[config.mk]
export PLATFORM = sky130hd
export DESIGN_NAME = btn_debounce_strobe
export DESIGN_NICKNAME = d
export VERILOG_FILES = /design/src/rtl/btn_debounce_strobe_pkg.sv /design/src/rtl/tick_prescaler.sv /design/src/rtl/btn_debounce_strobe.sv
export SDC_FILE = /design/constraint.sdc
export NUM_CORES = 1
export LEC_CHECK = 0
export BUFFER_PORTS_ARGS = -buffer_cell sky130_fd_sc_hd__buf_4
export CAP_MARGIN = 20
export CORE_AREA = 2 2 63 77
export DETAILED_ROUTE_END_ITERATION = 8
export DIE_AREA = 0 0 65 79
export GPL_ROUTABILITY_DRIVEN = 0
export PLACE_DENSITY = 0.64
export SYNTH_ARGS = -nofsm -noshare
export SYNTH_HDL_FRONTEND = slang
export SYNTH_SLANG_ARGS = --single-unit
[constraint.sdc]
create_clock -name clk -period 2.6 [get_ports clk]
set_input_delay 0.52 -clock clk [delete_from_list [all_inputs] [get_ports clk]]
set_output_delay 0.52 -clock clk [all_outputs]
set_load 0.05 [all_outputs]
[src/rtl/btn_debounce_strobe_pkg.sv]
// Shared definitions for the push-button conditioner: FSM state encodings,
// default parameter values and a small constant helper.
package btn_debounce_strobe_pkg;

  typedef enum logic [1:0] {
    RELEASED  = 2'd0,
    PRESSED   = 2'd1,
    REPEATING = 2'd2
  } btn_state_e;

  localparam int DEF_SYNC_STAGES  = 2;
  localparam int DEF_PRESCALE     = 1000;
  localparam int DEF_STABLE_TICKS = 8;
  localparam int DEF_REPEAT_DELAY = 64;
  localparam int DEF_REPEAT_RATE  = 16;

  function automatic int max_int(input int a, input int b);
    return (a > b) ? a : b;
  endfunction

endpackage

[src/rtl/tick_prescaler.sv]
// Free-running divider: tick is high for one clk cycle out of every PRESCALE.
// Kept generic so later display stages can share it.
module tick_prescaler
  import btn_debounce_strobe_pkg::*;
#(
  parameter int PRESCALE = DEF_PRESCALE
) (
  input  logic clk,
  input  logic rst_n,
  output logic tick
);

  localparam int            CNT_W    = $clog2(PRESCALE);
  localparam logic [CNT_W-1:0] CNT_LAST = CNT_W'(PRESCALE - 1);

  logic [CNT_W-1:0] cnt;

  always_ff @(posedge clk or negedge rst_n) begin
    if (!rst_n) begin
      cnt <= '0;
    end else if (cnt == CNT_LAST) begin
      cnt <= '0;
    end else begin
      cnt <= cnt + 1'b1;
    end
  end

  assign tick = (cnt == CNT_LAST);

endmodule

[src/rtl/btn_debounce_strobe.sv]
// Push-button conditioner feeding the count stage: synchronise, debounce on a
// prescaled sample tick, and emit registered press/release/increment strobes.
module btn_debounce_strobe
  import btn_debounce_strobe_pkg::*;
#(
  parameter int SYNC_STAGES  = DEF_SYNC_STAGES,
  parameter int PRESCALE     = DEF_PRESCALE,
  parameter int STABLE_TICKS = DEF_STABLE_TICKS,
  parameter int REPEAT_DELAY = DEF_REPEAT_DELAY,
  parameter int REPEAT_RATE  = DEF_REPEAT_RATE
) (
  input  logic clk,
  input  logic rst_n,
  input  logic btn_raw,
  input  logic repeat_en,
  output logic btn_level,
  output logic press_pulse,
  output logic release_pulse,
  output logic inc_strobe
);

  localparam int STAB_W = $clog2(STABLE_TICKS + 1);
  localparam int RPT_W  = $clog2(max_int(REPEAT_DELAY, REPEAT_RATE) + 1);

  localparam logic [STAB_W-1:0] STAB_LAST = STAB_W'(STABLE_TICKS - 1);
  localparam logic [RPT_W-1:0]  RPT_DELAY = RPT_W'(REPEAT_DELAY);
  localparam logic [RPT_W-1:0]  RPT_RATE  = RPT_W'(REPEAT_RATE);

  logic                   sample_tick;
  logic [SYNC_STAGES-1:0] sync_p;
  logic                   btn_sync;
  logic [STAB_W-1:0]      stab_cnt;
  logic                   differs;
  logic                   flip;
  logic                   rise;
  logic                   fall;

  btn_state_e             state_q;
  btn_state_e             state_d;
  logic [RPT_W-1:0]       rpt_cnt;
  logic [RPT_W-1:0]       rpt_d;
  logic [RPT_W-1:0]       rpt_sat;
  logic [RPT_W-1:0]       rpt_inc;
  logic                   inc_d;

  tick_prescaler #(
    .PRESCALE (PRESCALE)
  ) u_prescaler (
    .clk   (clk),
    .rst_n (rst_n),
    .tick  (sample_tick)
  );

  // Stage: input synchroniser
  always_ff @(posedge clk or negedge rst_n) begin
    if (!rst_n) begin
      sync_p <= '0;
    end else begin
      sync_p <= {sync_p[SYNC_STAGES-2:0], btn_raw};
    end
  end

  assign btn_sync = sync_p[SYNC_STAGES-1];

  // Stage: debounce; the level only moves after STABLE_TICKS differing samples in a row
  assign differs = sample_tick && (btn_sync != btn_level);
  assign flip    = differs && (stab_cnt == STAB_LAST);
  assign rise    = flip && !btn_level;
  assign fall    = flip &&  btn_level;

  always_ff @(posedge clk or negedge rst_n) begin
    if (!rst_n) begin
      stab_cnt  <= '0;
      btn_level <= 1'b0;
    end else if (sample_tick) begin
      if (!differs) begin
        stab_cnt <= '0;
      end else if (flip) begin
        stab_cnt  <= '0;
        btn_level <= ~btn_level;
      end else begin
        stab_cnt <= stab_cnt + 1'b1;
      end
    end
  end

  // Stage: press / auto-repeat FSM
  assign rpt_inc = rpt_cnt + 1'b1;
  assign rpt_sat = (rpt_cnt >= RPT_DELAY) ? RPT_DELAY : rpt_inc;

  always_comb begin
    state_d = state_q;
    rpt_d   = rpt_cnt;
    inc_d   = 1'b0;
    if (fall) begin
      // a release beats any repeat expiry landing on the same tick
      state_d = RELEASED;
      rpt_d   = '0;
    end else begin
      unique case (state_q)
        RELEASED: begin
          if (rise) begin
            state_d = PRESSED;
            rpt_d   = '0;
            inc_d   = 1'b1;
          end
        end
        PRESSED: begin
          if (sample_tick) begin
            rpt_d = rpt_sat;
            if ((rpt_sat == RPT_DELAY) && repeat_en) begin
              state_d = REPEATING;
              rpt_d   = '0;
              inc_d   = 1'b1;
            end
          end
        end
        REPEATING: begin
          if (!repeat_en) begin
            state_d = PRESSED;
            rpt_d   = '0;
          end else if (sample_tick) begin
            if (rpt_inc == RPT_RATE) begin
              rpt_d = '0;
              inc_d = 1'b1;
            end else begin
              rpt_d = rpt_inc;
            end
          end
        end
        default: begin
          state_d = RELEASED;
          rpt_d   = '0;
        end
      endcase
    end
  end

  always_ff @(posedge clk or negedge rst_n) begin
    if (!rst_n) begin
      state_q       <= RELEASED;
      rpt_cnt       <= '0;
      press_pulse   <= 1'b0;
      release_pulse <= 1'b0;
      inc_strobe    <= 1'b0;
    end else begin
      state_q       <= state_d;
      rpt_cnt       <= rpt_d;
      press_pulse   <= rise;
      release_pulse <= fall;
      inc_strobe    <= inc_d;
    end
  end

endmodule

# After elaboration in Yosys (flattened, before gate mapping)
# Cells that the tools add are included.
totals:
  in_bits: 4
  regBits: 29
  out_inout_bits: 4
classes:
  mux: 26
  n_eq_ne: 12
  order_cmp: 1
  bitwise: 1
  add_sub_neg: 3
  n_reduce_logical: 10
ops:
  columns: ["op", "count"]
  rows:
  - ["$mux W7", 8]
  - ["$pmux W7 S3", 1]
  - ["$ne A3 B3 Y1 const B", 4]
  - ["$add A10 B1 Y10 const B", 1]
  - ["$eq A10 B10 Y1 const B", 1]
  - ["$mux W10", 1]
  - ["$mux W2", 5]
  - ["$mux W4", 2]
  - ["$add A7 B1 Y7 const B", 1]
  - ["$eq A7 B5 Y1 const B", 1]
  - ["$eq A7 B7 Y1 const B", 1]
  - ["$ge A7 B7 Y1 const B", 1]
  - ["$mux W1", 7]
  - ["$pmux W2 S3", 1]
  - ["$reduce_and A3 Y1", 2]
  - ["$logic_and A1 B1 Y1", 5]
  - ["$add A4 B1 Y4 const B", 1]
  - ["$eq A4 B3 Y1 const B", 1]
  - ["$ne A4 B4 Y1 const B", 1]
  - ["$reduce_and A4 Y1", 1]
  - ["$pmux W1 S3", 1]
  - ["$eq A2 B1 Y1 const B", 1]
  - ["$eq A2 B2 Y1 const B", 1]
  - ["$logic_not A2 Y1", 1]
  - ["other kinds (3)", 3]

# Depth between registers and ports, before layout
# Gate-level depths: netlist of run 1.
logic_depth:
  word_depth: 8
  depth_mapped: 9
  mapped_depth_nobuf: 9

# Hierarchy
# From an unflattened synthesis of run 1, not the netlist that was laid out.
unflattened:
  hier_cells: 176
  area_unflattened_um2: 1679.1
by_module_without_submodules:
  columns: ["module", "area_per_inst_um2", "cells_per_inst", "instances"]
  rows:
  - ["btn_debounce_strobe", 1196.1, 133, 1]
  - ["tick_prescaler", 483.0, 43, 1]

# Worst setup path before layout of run 1
# OpenSTA, ideal clock, no wires.
synth_path:
  path_type: "flip-flop to flip-flop"
  from: "register rpt_cnt[0]"
  to: "register rpt_cnt[4]"
  setup_time_ns: 0.127
  setup_slack_ns: 0.340
  n_path_buf: 0
  required_time_ns: 2.473
  arrival_ns: 2.133
  synth_period_minus_slack_ns: 2.260
  path_stages_with_launch: 8
  cell_sequence: "dfrtp_1 > ha_1 > and4_1 > nand2_1 > ha_1 > or4b_1 > a311oi_1 > o22ai_1"
synth_between:
  elab_chain_len: 8
  word_cells_on_any_way: 13
  classes_between: "add/sub: 1; order compare: 1; eq/ne: 2; mux: 8; reduce/logical: 1"
synth_lines:
  columns: ["element", "line_no", "text"]
  rows:
  - ["start, declared", "btn_debounce_strobe.sv:40", "logic [RPT_W-1:0] rpt_cnt;"]
  - ["start signal, assigned", "btn_debounce_strobe.sv:148", "rpt_cnt <= rpt_d;"]
  - ["$add A7 B1 Y7 or $ge A7 B7 Y1 (tied branches)", "btn_debounce_strobe.sv:88, btn_debounce_strobe.sv:89", null]
  - ["$mux W7", "btn_debounce_strobe.sv:89", "assign rpt_sat = (rpt_cnt >= RPT_DELAY) ? RPT_DELAY : rpt_inc;"]
  - ["$eq A7 B7 Y1", "btn_debounce_strobe.sv:111", "if ((rpt_sat == RPT_DELAY) && repeat_en) begin"]
  - ["$logic_and A1 B1 Y1", "btn_debounce_strobe.sv:111", null]
  - ["$mux W7", "btn_debounce_strobe.sv:111", null]
  - ["$mux W7", "btn_debounce_strobe.sv:109", "if (sample_tick) begin"]
  - ["$pmux W7 S3 (*)", "btn_debounce_strobe.sv:100", "unique case (state_q)"]
  - ["$mux W7 (*)", "btn_debounce_strobe.sv:95", "if (fall) begin"]
# Every way passes the cells marked *; elsewhere a longest branch is shown, timed or not. The select of a mux whose other input is x is not followed.
# A chain may end at the register's enable or synchronous reset.

# Worst setup path after layout of run 1
# Same ends and word-level chain as after synthesis.

==> key figures, run 1 <==
Global route
  – Grt ovf: 0
  – Met1 capacity usage during global routing: 20.31%
  – Largest net degree at the start of global routing: 30
  – Total GRT Usage: 16.55%
  – First-pass GRT wire length: 6582 um
  – Met3 usage in global routing: 4.249%
  – Grt met2 use: 27.42%
  – Initial antenna violation count: 0
  – Vias in the first global route: 1,402
  – Top Usage Layer GRT: met2

Finish
  – Most frequent cells in the layout: dfrtp_1 (29), nor2_1 (17), nand2_1 (13), o21ai_0 (13), nand3_1 (12)
  – Antenna cells: 0
  – NumNets Final: 206
  – Most common cell after layout, fill and taps aside: dfrtp_1
  – Post-route cell area: 2002 um2
  – Synth-to-layout area growth: 13.23%
  – Post-Route Utilization: 45.24%
  – Share of layout cells above drive strength 1: 14.36%

STA
  – Endpoints failing setup: 0
  – Setup TNS: 0 ps
  – Hold Vio Cnt, Final: 0
  – Skew final: 5.539 ps
  – Slew Viols, Final: 0
  – Tcrit/Tclk final: 94.33%
  – Slew HR: 67.14%
  – Fin crit period: 2453 ps
  – RSZ-0062 raised after global routing: no
  – Max Freq: 407.7 MHz
  – Worst-Margin Slew: 491.1 ps

Floorplan
  – Die H: 79 um
  – # rows: 27
  – Die ar.: 5135 um2
  – Die width: 65 um
  – Num ports: 8
  – Initial core utilization: 39.95%
  – CORE AREA: 4425 um2

Detailed routing
  – Starting DRT DRC Count: 84
  – Wirelength, routed: 3724 um
  – WL/cell: 14.72 um
  – Via Count: 1,408
  – DRC: 0
  – Avg Vias per Cell: 5.565
  – TritonRoute pass-1 iters: 4
  – Detail Route Antenna Nets: 0

CTS
  – Clk sinks: 29
  – CTS tree: built
  – Root Driver: clkbuf_8
  – CTS H-tree depth: 2
  – Num CTS Buffers: 5
  – Clock transition at path regs: 70 ps
  – Clock buffer depth: 2
  – # Post-CTS Setup Buffers: 0
  – Worst-Skew Late Latency: 290 ps

Worst setup path
  – Worst reg-to-reg path cell count: 7
  – CP required: 2760 ps
  – Startpoint types: register
  – Critical path peak fanout: 7
  – Reg-to-reg endpoint: rpt_cnt[4]
  – R2r setup slk: 150 ps
  – CP Class: register to register
  – Critical path destination: rpt_cnt[4]
  – Worst Setup SP: rpt_cnt[0]
  – CP Capture Type: register
  – Worst r2r src: rpt_cnt[0]
  – Crit path DAT: 2610 ps

Synthesis
  – Cell variety after synth: 49
  – Post-Syn Instances: 185
  – Synth Cell Area: 1768 um2
  – Average instance area after synthesis: 9.556 um2
  – YS warnings: 0
  – EDFF count, synth: 0
  – Ys async rst share: 100.0%
  – Synth Net Count: 197
  – Synth Flop Type: dfrtp_1
  – Sequential element share of the synthesized area: 41.05%
  – Synth Register Bits: 29

Placement
  – Placed cell areas: 1879 um2
  – Dpl hpwl: 2721 um
  – I/O Buffers: 7

Power
  – PwrDens: 483.1 nW/um2
  – Peak supply drop: 0.0002637 V
  – Pleak: 0.8636 nW

Outcome
  – Status: complete, no violations

Run
  – Max-cap viol count: 0

Hold path
  – Hold Path Class: input port to async pin
==> metrics by stage <==
stage | std cells | total power [W] | worst slack [ps] | hold WS, ps
floorplan | 185 | 0.0004660 | 339.8 | 224.4
detailed placement | 245 | 0.0004807 | 132.0 | 351.7
global placement | 245 | 0.0004803 | 212.0 | 334.6
CTS | 253 | 0.0009793 | 127.9 | 164.4
global route | 253 | 0.0009980 | 19.09 | 174.6
finish | 253 | 0.0009672 | 147.5 | 148.0
==> worst max-delay path, cell delays in order (launching register included) <==
cell and delay, ps:
dfrtp_1 440, ha_2 270, and4_1 250, nand2_1 70, ha_1 300, or4b_1 590
a311oi_1 280, o22ai_1 110
==> flip-flops by register name, summed over array words and instances, names as in the netlist <==
register,count
u_prescaler.cnt,10
release_pulse,1
press_pulse,1
inc_strobe,1
btn_level,1
rpt_cnt,7
stab_cnt,4
sync_p,2
state_q,2
==> layout make-up <==
cell class	count	area [um2]
well taps	58	72.57
repair buffers	9	67.56
flip-flops and latches	29	725.7
multi-input cells	141	985.9
clock buffers	6	82.58
fillers	452	2424
inverters	8	30.03
clock inverters	2	37.54
==> repair_timing <==
action,CTS,global route
gates resized for setup,0,1
hold buffers,0,0
setup endpoints to repair,0,1
==> where the power goes <==
part	switching, W	internal, W	leakage (nW)	total, W
clock	0.000185	0.000311	0.0574	0.000496
combinational	0.0000121	0.00000496	0.425	0.0000171
sequential	0.00000138	0.000453	0.381	0.000454
==> kinds of logic (layout without fill, tap and decap cells) <==
family                     after synthesis  in the layout  share of synthesized area, %
AOI/OAI and AO/OA                       45             45                         18.90
xor gates and xnor gates                11             11                         5.449
adders and majority gates                8              8                         5.662
buffers and inverters                   15             25                         3.326
DFF                                     29             29                         41.05
and+or+nand+nor                         77             77                         25.62
==> layer usage <==
metal,routed length (um),vias up
li1,-,704
met1,1718,667
met2,1805,29
met3,125,8
met4,74,0
met5,0,-
==> worst min path at each step <==
stage / start / to / slack [ps] / depth (start not counted)
2_1_floorplan: rst_n / btn_level / 220 / 0
6_report: rst_n / u_prescaler.cnt[3] / 150 / 1
3_5_place_dp: sync_p[0] / sync_p[1] / 350 / 0
3_3_place_gp: sync_p[0] / sync_p[1] / 330 / 0
5_1_grt: rst_n / u_prescaler.cnt[0] / 170 / 1
4_1_cts: rst_n / sync_p[0] / 160 / 1
==> cell usage after synthesis (2+ instances only) <==
| master | number | area share [%] |
|---|---|---|
| buf_2 | 2 | 0.57 |
| xor2_1 | 6 | 3.0 |
| nand4_1 | 4 | 1.4 |
| o31ai_1 | 5 | 2.1 |
| dfrtp_1 | 29 | 41 |
| a21oi_1 | 3 | 0.85 |
| clkbuf_1 | 5 | 1.1 |
| o31a_1 | 3 | 1.5 |
| a211oi_1 | 2 | 0.85 |
| and2_1 | 3 | 1.1 |
| nor3_1 | 7 | 2.0 |
| a31oi_1 | 2 | 0.71 |
| and3b_1 | 2 | 0.99 |
| o41ai_1 | 4 | 2.0 |
| or2_2 | 2 | 0.71 |
| inv_1 | 8 | 1.7 |
| o21ai_0 | 13 | 3.7 |
| nand2b_1 | 3 | 1.1 |
| nand2_1 | 13 | 2.8 |
| ha_1 | 8 | 5.7 |
| nand3_1 | 12 | 3.4 |
| a311oi_1 | 2 | 0.99 |
| nor2_1 | 17 | 3.6 |
| xnor2_1 | 5 | 2.5 |
No activity file was read; power rests on OpenSTA's default activity.
==> run 2: changes to the inputs <==
--- a/config.mk
+++ b/config.mk
@@ -7,11 +7,14 @@
 export LEC_CHECK = 0
 export BUFFER_PORTS_ARGS = -buffer_cell sky130_fd_sc_hd__buf_4
 export CAP_MARGIN = 20
+export CELL_PAD_IN_SITES_DETAIL_PLACEMENT = 1
+export CELL_PAD_IN_SITES_GLOBAL_PLACEMENT = 1
 export CORE_AREA = 2 2 63 77
 export DETAILED_ROUTE_END_ITERATION = 8
 export DIE_AREA = 0 0 65 79
 export GPL_ROUTABILITY_DRIVEN = 0
-export PLACE_DENSITY = 0.64
+export PLACE_DENSITY = 0.76
+export REMOVE_ABC_BUFFERS = 1
 export SYNTH_ARGS = -nofsm -noshare
 export SYNTH_HDL_FRONTEND = slang
 export SYNTH_SLANG_ARGS = --single-unit
==> key figures, run 2 (same netlist as run 1, synthesis figures left out) <==
Finish
  – Share of layout cells above drive strength 1: 14.36%
  – Most common cell after layout, fill and taps aside: dfrtp_1
  – NumNets Final: 206
  – Antenna cells: 0
  – Registers with the most flip-flops: u_prescaler.cnt: 10 flops, rpt_cnt: 7 flops, stab_cnt: 4 flops
  – Post-Route Utilization: 45.24%
  – Non-filler cells in the finished layout: 253
  – Synth-to-layout area growth: 13.23%
  – Largest reg by FF count: u_prescaler.cnt
  – Most frequent cells in the layout: dfrtp_1 (29), nor2_1 (17), nand2_1 (13), o21ai_0 (13), nand3_1 (12)
  – Max FFs per register: 10

CTS
  – # Post-CTS Setup Buffers: 0
  – CTS tree: built
  – Num CTS Buffers: 5
  – Clk sinks: 29
  – Clock buffer depth: 2
  – CTS Hold Bufs: 0
  – Root Driver: clkbuf_8
  – Worst-Skew Late Latency: 290 ps
  – Clock transition at path regs: 70 ps
  – CTS H-tree depth: 2

Placement
  – Dpl ws: 124.8 ps
  – Placed Cells: 245
  – Dpl hpwl: 3238 um
  – I/O Buffers: 7

Power
  – Peak supply drop: 0.0002338 V
  – PwrDens: 483.1 nW/um2
  – Overall power: 0.0009670 W
  – Pleak: 0.8636 nW

Worst setup path
  – Critical path peak fanout: 7
  – Startpoint types: register
  – Worst Setup SP: rpt_cnt[0]
  – CP Class: register to register
  – Worst reg-to-reg path cell count: 7
  – Worst r2r src: rpt_cnt[0]
  – Reg-to-reg endpoint: rpt_cnt[4]
  – R2r setup slk: 140 ps
  – CP required: 2770 ps
  – Crit path DAT: 2630 ps
  – Critical path destination: rpt_cnt[4]
  – CP Capture Type: register

Global route
  – Vias in the first global route: 1,515
  – Initial antenna violation count: 0
  – Largest net degree at the start of global routing: 30
  – Total GRT Usage: 18.50%
  – First-pass GRT wire length: 7265 um
  – Grt ovf: 0

STA
  – Slew HR: 64.69%
  – Hold Vio Cnt, Final: 0
  – Fin crit period: 2457 ps
  – Worst setup slack after layout: 143.0 ps
  – Skew final: 4.257 ps
  – Setup TNS: 0 ps
  – Tcrit/Tclk final: 94.50%
  – Worst-Margin Slew: 527.7 ps
  – Slew Viols, Final: 0
  – Max Freq: 407.0 MHz
  – Endpoints failing setup: 0
  – RSZ-0062 raised after global routing: no

Detailed routing
  – Wirelength, routed: 4319 um
  – Starting DRT DRC Count: 70
  – WL/cell: 17.07 um
  – TritonRoute pass-1 iters: 4
  – Via Count: 1,494
  – DRC: 0
  – Avg Vias per Cell: 5.905
  – Detail Route Antenna Nets: 0

Floorplan
  – Die width: 65 um
  – Die H: 79 um
  – CORE AREA: 4425 um2
  – Num ports: 8
  – Die ar.: 5135 um2
  – Initial core utilization: 39.95%
  – # rows: 27

Run
  – Max-cap viol count: 0

Outcome
  – Status: complete, no violations

Hold path
  – Hold Path Class: input port to async pin
run 2: cell counts in the layout (fill, tap and decap cells not counted):
Identical to the previous run, type by type.
run 2: final cells by class:
cell class                      instances  area [um2]
Tap cell                               58       72.57
Inverter                                8       30.03
Clock inverter                          2       37.54
Clock buffer                            6       82.58
Timing Repair Buffer                    9       67.56
Fill cell                             526        2424
Multi-Input combinational cell        141       985.9
Sequential cell                        29       725.7
run 2: where the power goes:
part | switching [W] | internal, W
Clock | 0.000184 | 0.000311
Combinational | 0.0000123 | 0.00000498
Sequential | 0.00000133 | 0.000453
run 2: how the worst min path moves through the flow:
stage,from,to,slack [ps],cells after the start
2_1_floorplan,rst_n,btn_level,220,0
3_3_place_gp,sync_p[0],sync_p[1],340,0
3_5_place_dp,sync_p[0],sync_p[1],360,0
4_1_cts,rst_n,stab_cnt[1],170,1
5_1_grt,rst_n,stab_cnt[0],170,1
6_report,rst_n,stab_cnt[1],150,1
run 2: per-layer routing:
metal  wire [um]  global-route usage, %
met3         190                  4.958
met5           0                      0
met1        1787                  20.68
met4          81                  6.809
met2        2259                  33.20
run 2: worst max-delay path, stage by stage (launching register included):
cell      delay, ps
dfrtp_1         430
ha_2            270
and4_1          250
nand2_1          70
ha_1            310
or4b_1          600
a311oi_1        300
o22ai_1         100
run 2: through the flow:
stage | area [um2] | hold slack, ps
6_report | 2002 | 146.5
5_1_grt | 2002 | 172.1
4_1_cts | 1999 | 165.8
3_5_place_dp | 1879 | 359.6
3_3_place_gp | 1879 | 336.2
2_1_floorplan | 1739 | 224.4
run 2: what timing repair did:
| action | in CTS | in global routing |
|---|---|---|
| gates resized for setup | 0 | 1 |
| endpoints found under the hold margin | 0 | 0 |
| setup endpoints to repair | 0 | 1 |
